**src/rtl/hazard_ctrl_pkg.sv**
```systemverilog
// Shared pipeline definitions for the hazard controller: FSM encoding,
// register-zero constant and the load-use detection rule.
package hazard_ctrl_pkg;

  typedef enum logic [1:0] {
    RUN      = 2'd0,
    MEM_WAIT = 2'd1,
    REDIRECT = 2'd2
  } hazard_state_e;

  localparam logic [4:0] REG_ZERO = 5'd0;

  // r0 is hardwired to zero, so a load targeting it never creates a dependency.
  function automatic logic load_use_hazard(
    input logic       mem_read,
    input logic [4:0] ex_rt,
    input logic [4:0] id_rs,
    input logic [4:0] id_rt
  );
    return mem_read && (ex_rt != REG_ZERO) && ((ex_rt == id_rs) || (ex_rt == id_rt));
  endfunction

endpackage

```
**src/rtl/hazard_ctrl_sat_counter.sv**
```systemverilog
// Event counter that increments on inc and sticks at all-ones instead of wrapping.
module sat_counter #(
  parameter int CNT_W = 16
) (
  input  logic             clk,
  input  logic             rst_n,
  input  logic             inc,
  output logic [CNT_W-1:0] count
);

  always_ff @(posedge clk or negedge rst_n) begin
    if (!rst_n) begin
      count <= '0;
    end else if (inc && (count != {CNT_W{1'b1}})) begin
      count <= count + CNT_W'(1);
    end
  end

endmodule

```
**src/rtl/hazard_ctrl.sv**
```systemverilog
// Pipeline hazard controller: memory freeze, load-use stall and branch/jump
// flush sequencing, plus saturating stall/flush event counters.
//
// state    | meaning
// RUN      | normal issue; evaluates dmem_busy > load-use > branch/jump
// MEM_WAIT | pipeline frozen until data memory drops dmem_busy
// REDIRECT | delay-slot nop in ID; branch/jump ignored for this cycle
module hazard_ctrl
  import hazard_ctrl_pkg::*;
#(
  parameter int CNT_W = 16
) (
  input  logic             clk,
  input  logic             rst_n,
  input  logic [4:0]       id_rs,
  input  logic [4:0]       id_rt,
  input  logic             ex_mem_read,
  input  logic [4:0]       ex_rt,
  input  logic             branch_taken,
  input  logic             jump,
  input  logic             dmem_busy,
  output logic             pc_write,
  output logic             if_id_write,
  output logic             if_flush,
  output logic             id_ex_bubble,
  output logic             freeze,
  output logic [CNT_W-1:0] stall_cnt,
  output logic [CNT_W-1:0] flush_cnt
);

  hazard_state_e state, state_nxt;
  logic          hazard;

  assign hazard = load_use_hazard(ex_mem_read, ex_rt, id_rs, id_rt);

  always_ff @(posedge clk or negedge rst_n) begin
    if (!rst_n) begin
      state <= RUN;
    end else begin
      state <= state_nxt;
    end
  end

  always_comb begin
    state_nxt    = state;
    pc_write     = 1'b1;
    if_id_write  = 1'b1;
    if_flush     = 1'b0;
    id_ex_bubble = 1'b0;
    freeze       = 1'b0;

    // Outputs follow rst_n directly so the pipeline is held safe while in reset.
    if (!rst_n) begin
      state_nxt    = RUN;
      pc_write     = 1'b0;
      if_id_write  = 1'b0;
      if_flush     = 1'b1;
      id_ex_bubble = 1'b1;
    end else begin
      case (state)
        MEM_WAIT: begin
          if (dmem_busy) begin
            freeze      = 1'b1;
            pc_write    = 1'b0;
            if_id_write = 1'b0;
          end else begin
            state_nxt = RUN;
          end
        end
        REDIRECT: begin
          if (dmem_busy) begin
            freeze      = 1'b1;
            pc_write    = 1'b0;
            if_id_write = 1'b0;
            state_nxt   = MEM_WAIT;
          end else begin
            state_nxt = RUN;
          end
        end
        default: begin
          if (dmem_busy) begin
            freeze      = 1'b1;
            pc_write    = 1'b0;
            if_id_write = 1'b0;
            state_nxt   = MEM_WAIT;
          end else if (hazard) begin
            // A coincident branch/jump stays in ID and is re-seen next cycle.
            pc_write     = 1'b0;
            if_id_write  = 1'b0;
            id_ex_bubble = 1'b1;
          end else if (branch_taken || jump) begin
            if_flush  = 1'b1;
            state_nxt = REDIRECT;
          end
        end
      endcase
    end
  end

  sat_counter #(.CNT_W(CNT_W)) u_stall_cnt (
    .clk   (clk),
    .rst_n (rst_n),
    .inc   (~pc_write),
    .count (stall_cnt)
  );

  sat_counter #(.CNT_W(CNT_W)) u_flush_cnt (
    .clk   (clk),
    .rst_n (rst_n),
    .inc   (if_flush),
    .count (flush_cnt)
  );

endmodule

```
**config.mk**
```make
export PLATFORM = sky130hd
export DESIGN_NAME = hazard_ctrl
export DESIGN_NICKNAME = d
export VERILOG_FILES = /design/src/rtl/hazard_ctrl_pkg.sv /design/src/rtl/hazard_ctrl_sat_counter.sv /design/src/rtl/hazard_ctrl.sv
export SDC_FILE = /design/constraint.sdc
export NUM_CORES = 1
export LEC_CHECK = 0
export ABC_CLOCK_PERIOD_IN_PS = 2600
export BUFFER_PORTS_ARGS = -buffer_cell sky130_fd_sc_hd__buf_2
export CORE_MARGIN = 3
export CORE_UTILIZATION = 40
export CTS_BUF_LIST = sky130_fd_sc_hd__clkbuf_2
export DETAILED_ROUTE_END_ITERATION = 6
export MAX_ROUTING_LAYER = met4
export SLEW_MARGIN = 5
export SYNTH_ARGS = -nofsm -noshare
export SYNTH_HDL_FRONTEND = slang
export SYNTH_HIERARCHICAL = 1
export SYNTH_SLANG_ARGS = --single-unit
```
**constraint.sdc**
```tcl
create_clock -name clk -period 2.6 [get_ports clk]
set_input_delay 0.26 -clock clk [delete_from_list [all_inputs] [get_ports clk]]
set_output_delay 0.26 -clock clk [all_outputs]
set_load 0.02 [all_outputs]
```
# [Yosys cells after proc, flatten, opt, wreduce, memory -nomap -nowiden]
# Cells that the tools add are included.
[word_totals] reg_bits=34 latch_bits=0 ram_bits=0 mem_bits_ro=0 in_bits=21 wordCells=47 n_memories=0
[classes] add_sub_neg=2 mul=0 div_mod_pow=0 n_lt_le_gt_ge=0 eq_ne=9 shifts=0 muxes=23 bitwise_logic=1 reduce_logical=9
[op_table] op="adder 16 x 1 -> 16 bit (second input constant)" count=2
[op_table] op="inequality test 16 bit (second input constant)" count=2
[op_table] op="two-way mux 1 bit" count=17
[op_table] op="equality test 5 bit" count=2
[op_table] op="two-way mux 2 bit" count=5
[op_table] op="inequality test 5 x 1 -> 1 bit (second input constant)" count=1
[op_table] op="inequality test 5 x 3 -> 1 bit (second input constant)" count=1
[op_table] op="nonzero test 5 bit" count=1
[op_table] op="logical AND 1 bit" count=4
[op_table] op="one-hot mux 2 bit (2 select lines)" count=1
[op_table] op="inequality test 3 bit (second input constant)" count=1
[op_table] op="AND reduction 3 bit" count=1
[op_table] op="equality test 2 x 1 -> 1 bit (second input constant)" count=1
[op_table] op="equality test 2 bit (second input constant)" count=1
[op_table] op="logical OR 1 bit" count=2
[op_table] op="OR reduction 2 bit" count=1
[op_table] op="NOT 1 bit" count=1

# [Longest topological paths before layout]
[depth] ltp_word=9 ltp_mapped=9 ltp_nobuf=9

# [Hierarchy]
# The synthesis kept the hierarchy.
[by_module_without_submodules] mod="sat_counter" n_inst=2 cells_per_inst=72 area_per_inst_um2=859.6 seq_area_each_um2=400.4
[by_module_without_submodules] mod="hazard_ctrl" n_inst=1 cells_per_inst=49 area_per_inst_um2=371.6 seq_area_each_um2=50.0

# [Least setup slack after synthesis]
# No wires, ideal clock.
[synth_path] path_type="input to register" startpoint="input port ex_rt[0]" endpoint="register u_flush_cnt.count[14]" setup_ns=0.132 arrival_time_ns=2.783 slack_ns=-0.315 cell_stages=8 path_cell_list="or4_1 > o21a_1 > nor2b_4 > o21ai_0 > nand2_1 > nor4_4 > nand4_1 > xnor2_1"
[synth_via] elab_chain_cells=8
[synth_lines] item="start: declaration" line_no="hazard_ctrl.sv:18" source="input logic [4:0] ex_rt,"
[synth_lines] item="equality test 5 bit / nonzero test 5 bit (equally long branches)" line_no="hazard_ctrl_pkg.sv:20" source="return mem_read && (ex_rt != REG_ZERO) && ((ex_rt == id_rs) || (ex_rt == id_rt));"
[synth_lines] item="logical OR 1 bit / logical AND 1 bit (equally long branches)" line_no="hazard_ctrl_pkg.sv:20"
[synth_lines] item="logical AND 1 bit (*)" line_no="hazard_ctrl_pkg.sv:20"
[synth_lines] item="two-way mux 1 bit (*)" line_no="hazard_ctrl.sv:86" source="end else if (hazard) begin"
[synth_lines] item="two-way mux 1 bit (*)" line_no="hazard_ctrl.sv:81" source="if (dmem_busy) begin"
[synth_lines] item="two-way mux 1 bit (*)" line_no="hazard_ctrl.sv:60" source="case (state)"
[synth_lines] item="two-way mux 1 bit (*)" line_no="hazard_ctrl.sv:53" source="if (!rst_n) begin"
[synth_lines] item="via if_flush" line_no="hazard_ctrl.sv:24" source="output logic if_flush,"
[synth_lines] item="logical AND 1 bit (*)" line_no="hazard_ctrl_sat_counter.sv:14" source="end else if (inc && (count != {CNT_W{1'b1}})) begin"
[synth_lines] item="end signal: assignment" line_no="hazard_ctrl_sat_counter.sv:15" source="count <= count + CNT_W'(1);"
[synth_lines] item="end: declaration" line_no="hazard_ctrl_sat_counter.sv:8" source="output logic [CNT_W-1:0] count"
# The timed path passes the listed nets; every way through them passes the cells marked *.
# A chain may end at the register's enable or synchronous reset.

# [Final worst setup path]
[layout_path] startpoint="register state[0]" endpoint="register u_flush_cnt.count[5]"
[layout_via] elab_chain_cells=5
[layout_lines] item="start: declaration" line_no="hazard_ctrl.sv:31" source="hazard_state_e state, state_nxt;"
[layout_lines] item="start signal: assignment" line_no="hazard_ctrl.sv:40" source="state <= state_nxt;"
[layout_lines] item="equality test 2 bit / equality test 2 x 1 -> 1 bit (equally long branches)" line_no="hazard_ctrl.sv:60"
[layout_lines] item="OR reduction 2 bit (no line) (*)"
[layout_lines] item="two-way mux 1 bit (*)" line_no="hazard_ctrl.sv:60"
[layout_lines] item="two-way mux 1 bit (*)" line_no="hazard_ctrl.sv:53"
[layout_lines] item="logical AND 1 bit (*)" line_no="hazard_ctrl_sat_counter.sv:14"
# Mark *: on every way between the ends. The rest lies on a longest branch, timed or not.

==> flow_metrics.env <==
export IMPL_max_slew_margin_rel_pct=72.39
export IMPL_start_kind="register"
export IMPL_die_area_mm2=0.006130
export IMPL_ys_seq_area_share_pct=40.69
export IMPL_cap_violations=0
export IMPL_grt_max_degree=25
export IMPL_drive_above_1_share_pct=33.85
export IMPL_p_per_area_mw_per_mm2=671.4
export IMPL_ctsRootBufferMaster="clkbuf_2"
export IMPL_netlist_instances=193
export IMPL_clock_skew_ns=0.009958
export IMPL_clock_sinks=34
export IMPL_grt_pass1_vias=1726
export IMPL_synth_flop_cell="dfrtp_1"
export IMPL_drc_errors=0
export IMPL_crit_end="u_flush_cnt/count[5]"
export IMPL_use_met3_pct=4.817
export IMPL_grt_total_usage_pct=17.35
export IMPL_syn2layout_area_growth_pct=20.35
export IMPL_htree_levels=2
export IMPL_viasPerCell=5.407
export IMPL_hold_viol_final=0
export IMPL_reg2reg_depth=10
export IMPL_setup_viol_count_final=0
export IMPL_grt_use_met1_pct=22.29
export IMPL_numCtsBuffers=5
export IMPL_row_count=25
export IMPL_yosysWarnings=6
export IMPL_antenna_cells=0
export IMPL_critPathMaxFanout=6
export IMPL_cts_repair_resized=0
export IMPL_fmax_ghz=0.4441
export IMPL_cp_startpoint="state[0]"
export IMPL_fin_crit_sh_pct=86.61
export IMPL_hold_class="in -> reg"
export IMPL_r2r_slack_ns=0.35
export IMPL_gr_total_overflow=0
export IMPL_initial_utilization_pct=42.85
export IMPL_required_ns=2.89
export IMPL_synthDistinctLibCells=43
export IMPL_synthesis_area_mm2=0.002091
export IMPL_vias=1768
export IMPL_io_pins=58
export IMPL_reg2reg_from="state[0]"
export IMPL_layout_min_cycle_time_ns=2.252
export IMPL_timing_rr_end="u_flush_cnt/count[5]"
export IMPL_ys_ff_latch=34
export IMPL_async_flop_share_pct=100.0
export IMPL_use_met2_pct=27.40
export IMPL_synth_avg_cell_area_um2=10.83
export IMPL_synth_fp_nets=218
export IMPL_rsz0062_at_grt="false"
export IMPL_placement_io_buffers=57
export IMPL_tightestPinTransition_ns=0.4141
export IMPL_hold_ws_ns=0.2591
export IMPL_place_gp_congestion=0.8349
export IMPL_fill_cells=483
export IMPL_cp_arrival_ns=2.54
export IMPL_wl_per_cell_um=14.28
export IMPL_fin_nets=284
export IMPL_antenna_found_initial=0
export IMPL_final_common_cell="buf_2"
export IMPL_layout_common_cells="buf_2, dfrtp_1, nand4_1"
export IMPL_path_clk_slew_ns=0.17
export IMPL_tns_ns=0
export IMPL_grt_busiest_layer="met2"
export IMPL_drtPass1Iterations=5
export IMPL_p_leak_uw=0.001173
export IMPL_die_h_um=78.30
export IMPL_core_area_mm2=0.004880
export IMPL_antenna_left=0
export IMPL_cts_tree="built"
export IMPL_endpoint_kind="register"
export IMPL_drv_slew=0
export IMPL_status="finished, final reports clean"
export IMPL_drtIter0Drc=47
export IMPL_die_x_um=78.30
export IMPL_hpwl_mm=3.641
export IMPL_crit_type="reg -> reg"
export IMPL_final_util_pct=51.56
export IMPL_clock_latency_ns=0.37
export IMPL_synth_edf_count=0
export IMPL_vdd_drop_max_uv=340.3
export IMPL_routed_wl_mm=4.670
export IMPL_clk_path_buf_depth=2
export IMPL_grt_pass1_wl_mm=8.300
==> cell type report <==
| type | count | area (um2) | area share [%] |
|---|---|---|---|
| Clock buffer | 6 | 30.03 | 1.193 |
| Tap cell | 67 | 83.83 | 3.332 |
| Clock inverter | 2 | 8.758 | 0.3481 |
| Timing Repair Buffer | 60 | 310.3 | 12.33 |
| Multi-Input combinational cell | 156 | 1225 | 48.68 |
| Sequential cell | 34 | 850.8 | 33.81 |
| Inverter | 2 | 7.507 | 0.2984 |
==> flip-flops by register name (all words and copies together) (netlist names) <==
name,flops
u_flush_cnt/count,16
u_stall_cnt/count,16
state,2
==> cells in the mapped netlist, drive strengths merged (4+ instances only) <==
cell type   n  area share (%)
a21oi       8             1.9
a31oi       6             1.8
and3        4             1.2
and4        6             2.9
dfrtp      34              41
ha          4             2.4
nand2      11             2.0
nand3      13             4.3
nand4      20             8.0
nor2       11             2.2
nor3        5             1.7
nor4        4             4.1
o21a       11             3.9
o21ai       5             1.2
xnor2      10             4.2
xor2       14             5.9
==> where the power goes <==
group | leakage, uW | switching (uW) | internal, uW
Combinational | 0.000694 | 383 | 247
Sequential | 0.000449 | 181 | 638
Clock | 0.0000304 | 175 | 66.2
Total | 0.00117 | 738 | 952
==> stage by stage <==
| stage | instance area, um2 | setup WS (ns) | total power, uW | std cells |
|---|---|---|---|---|
| after floorplan | 2091 | 0.03580 | 1229 | 193 |
| after global placement | 2467 | 0.1939 | 1464 | 318 |
| after detailed placement | 2467 | 0.1847 | 1468 | 318 |
| after CTS | 2516 | 0.2663 | 1723 | 327 |
| after global routing | 2516 | 0.1164 | 1836 | 327 |
| final | 2516 | 0.3482 | 1689 | 327 |
==> per-layer routing <==
metal	vias to the layer above	routed length, um
met5	-	0
met4	0	30
met2	44	2300
met1	844	2141
met3	4	198
li1	876	-
==> critical path: stages (launching register included) <==
cell      delay [ns]
dfrtp_1         0.42
inv_1           0.06
ha_1            0.32
nor2b_1         0.22
o21ai_0         0.13
o21ai_1         0.13
buf_4           0.16
and3_1          0.25
and4_2          0.27
o211ai_1        0.09
o21a_1          0.12
==> cell families after synthesis <==
group / synth area share [%]
and+or+nand+nor: 29.98
AOI/OAI and AO/OA: 15.08
DFF: 40.69
xor gates and xnor gates: 10.05
adders and majority gates: 2.394
buffers and inverters: 0.7184
muxes: 1.077
==> worst min path at each step <==
stage | startpoint | end | slack, ns | cells past startpoint
after floorplan | rst_n | state[0] | -0.04 | 0
after global placement | rst_n | u_stall_cnt/count[1] | 0.19 | 1
after detailed placement | rst_n | state[0] | 0.19 | 1
after CTS | branch_taken | state[1] | 0.22 | 4
after global routing | branch_taken | state[1] | 0.27 | 4
final | branch_taken | state[1] | 0.26 | 4
==> repair_timing <==
item                      in CTS  in global routing
hold endpoints to repair      10                  0
buffers inserted               0                  0
hold buffers                   1                  0
No activity file was read; power rests on OpenSTA's default activity.
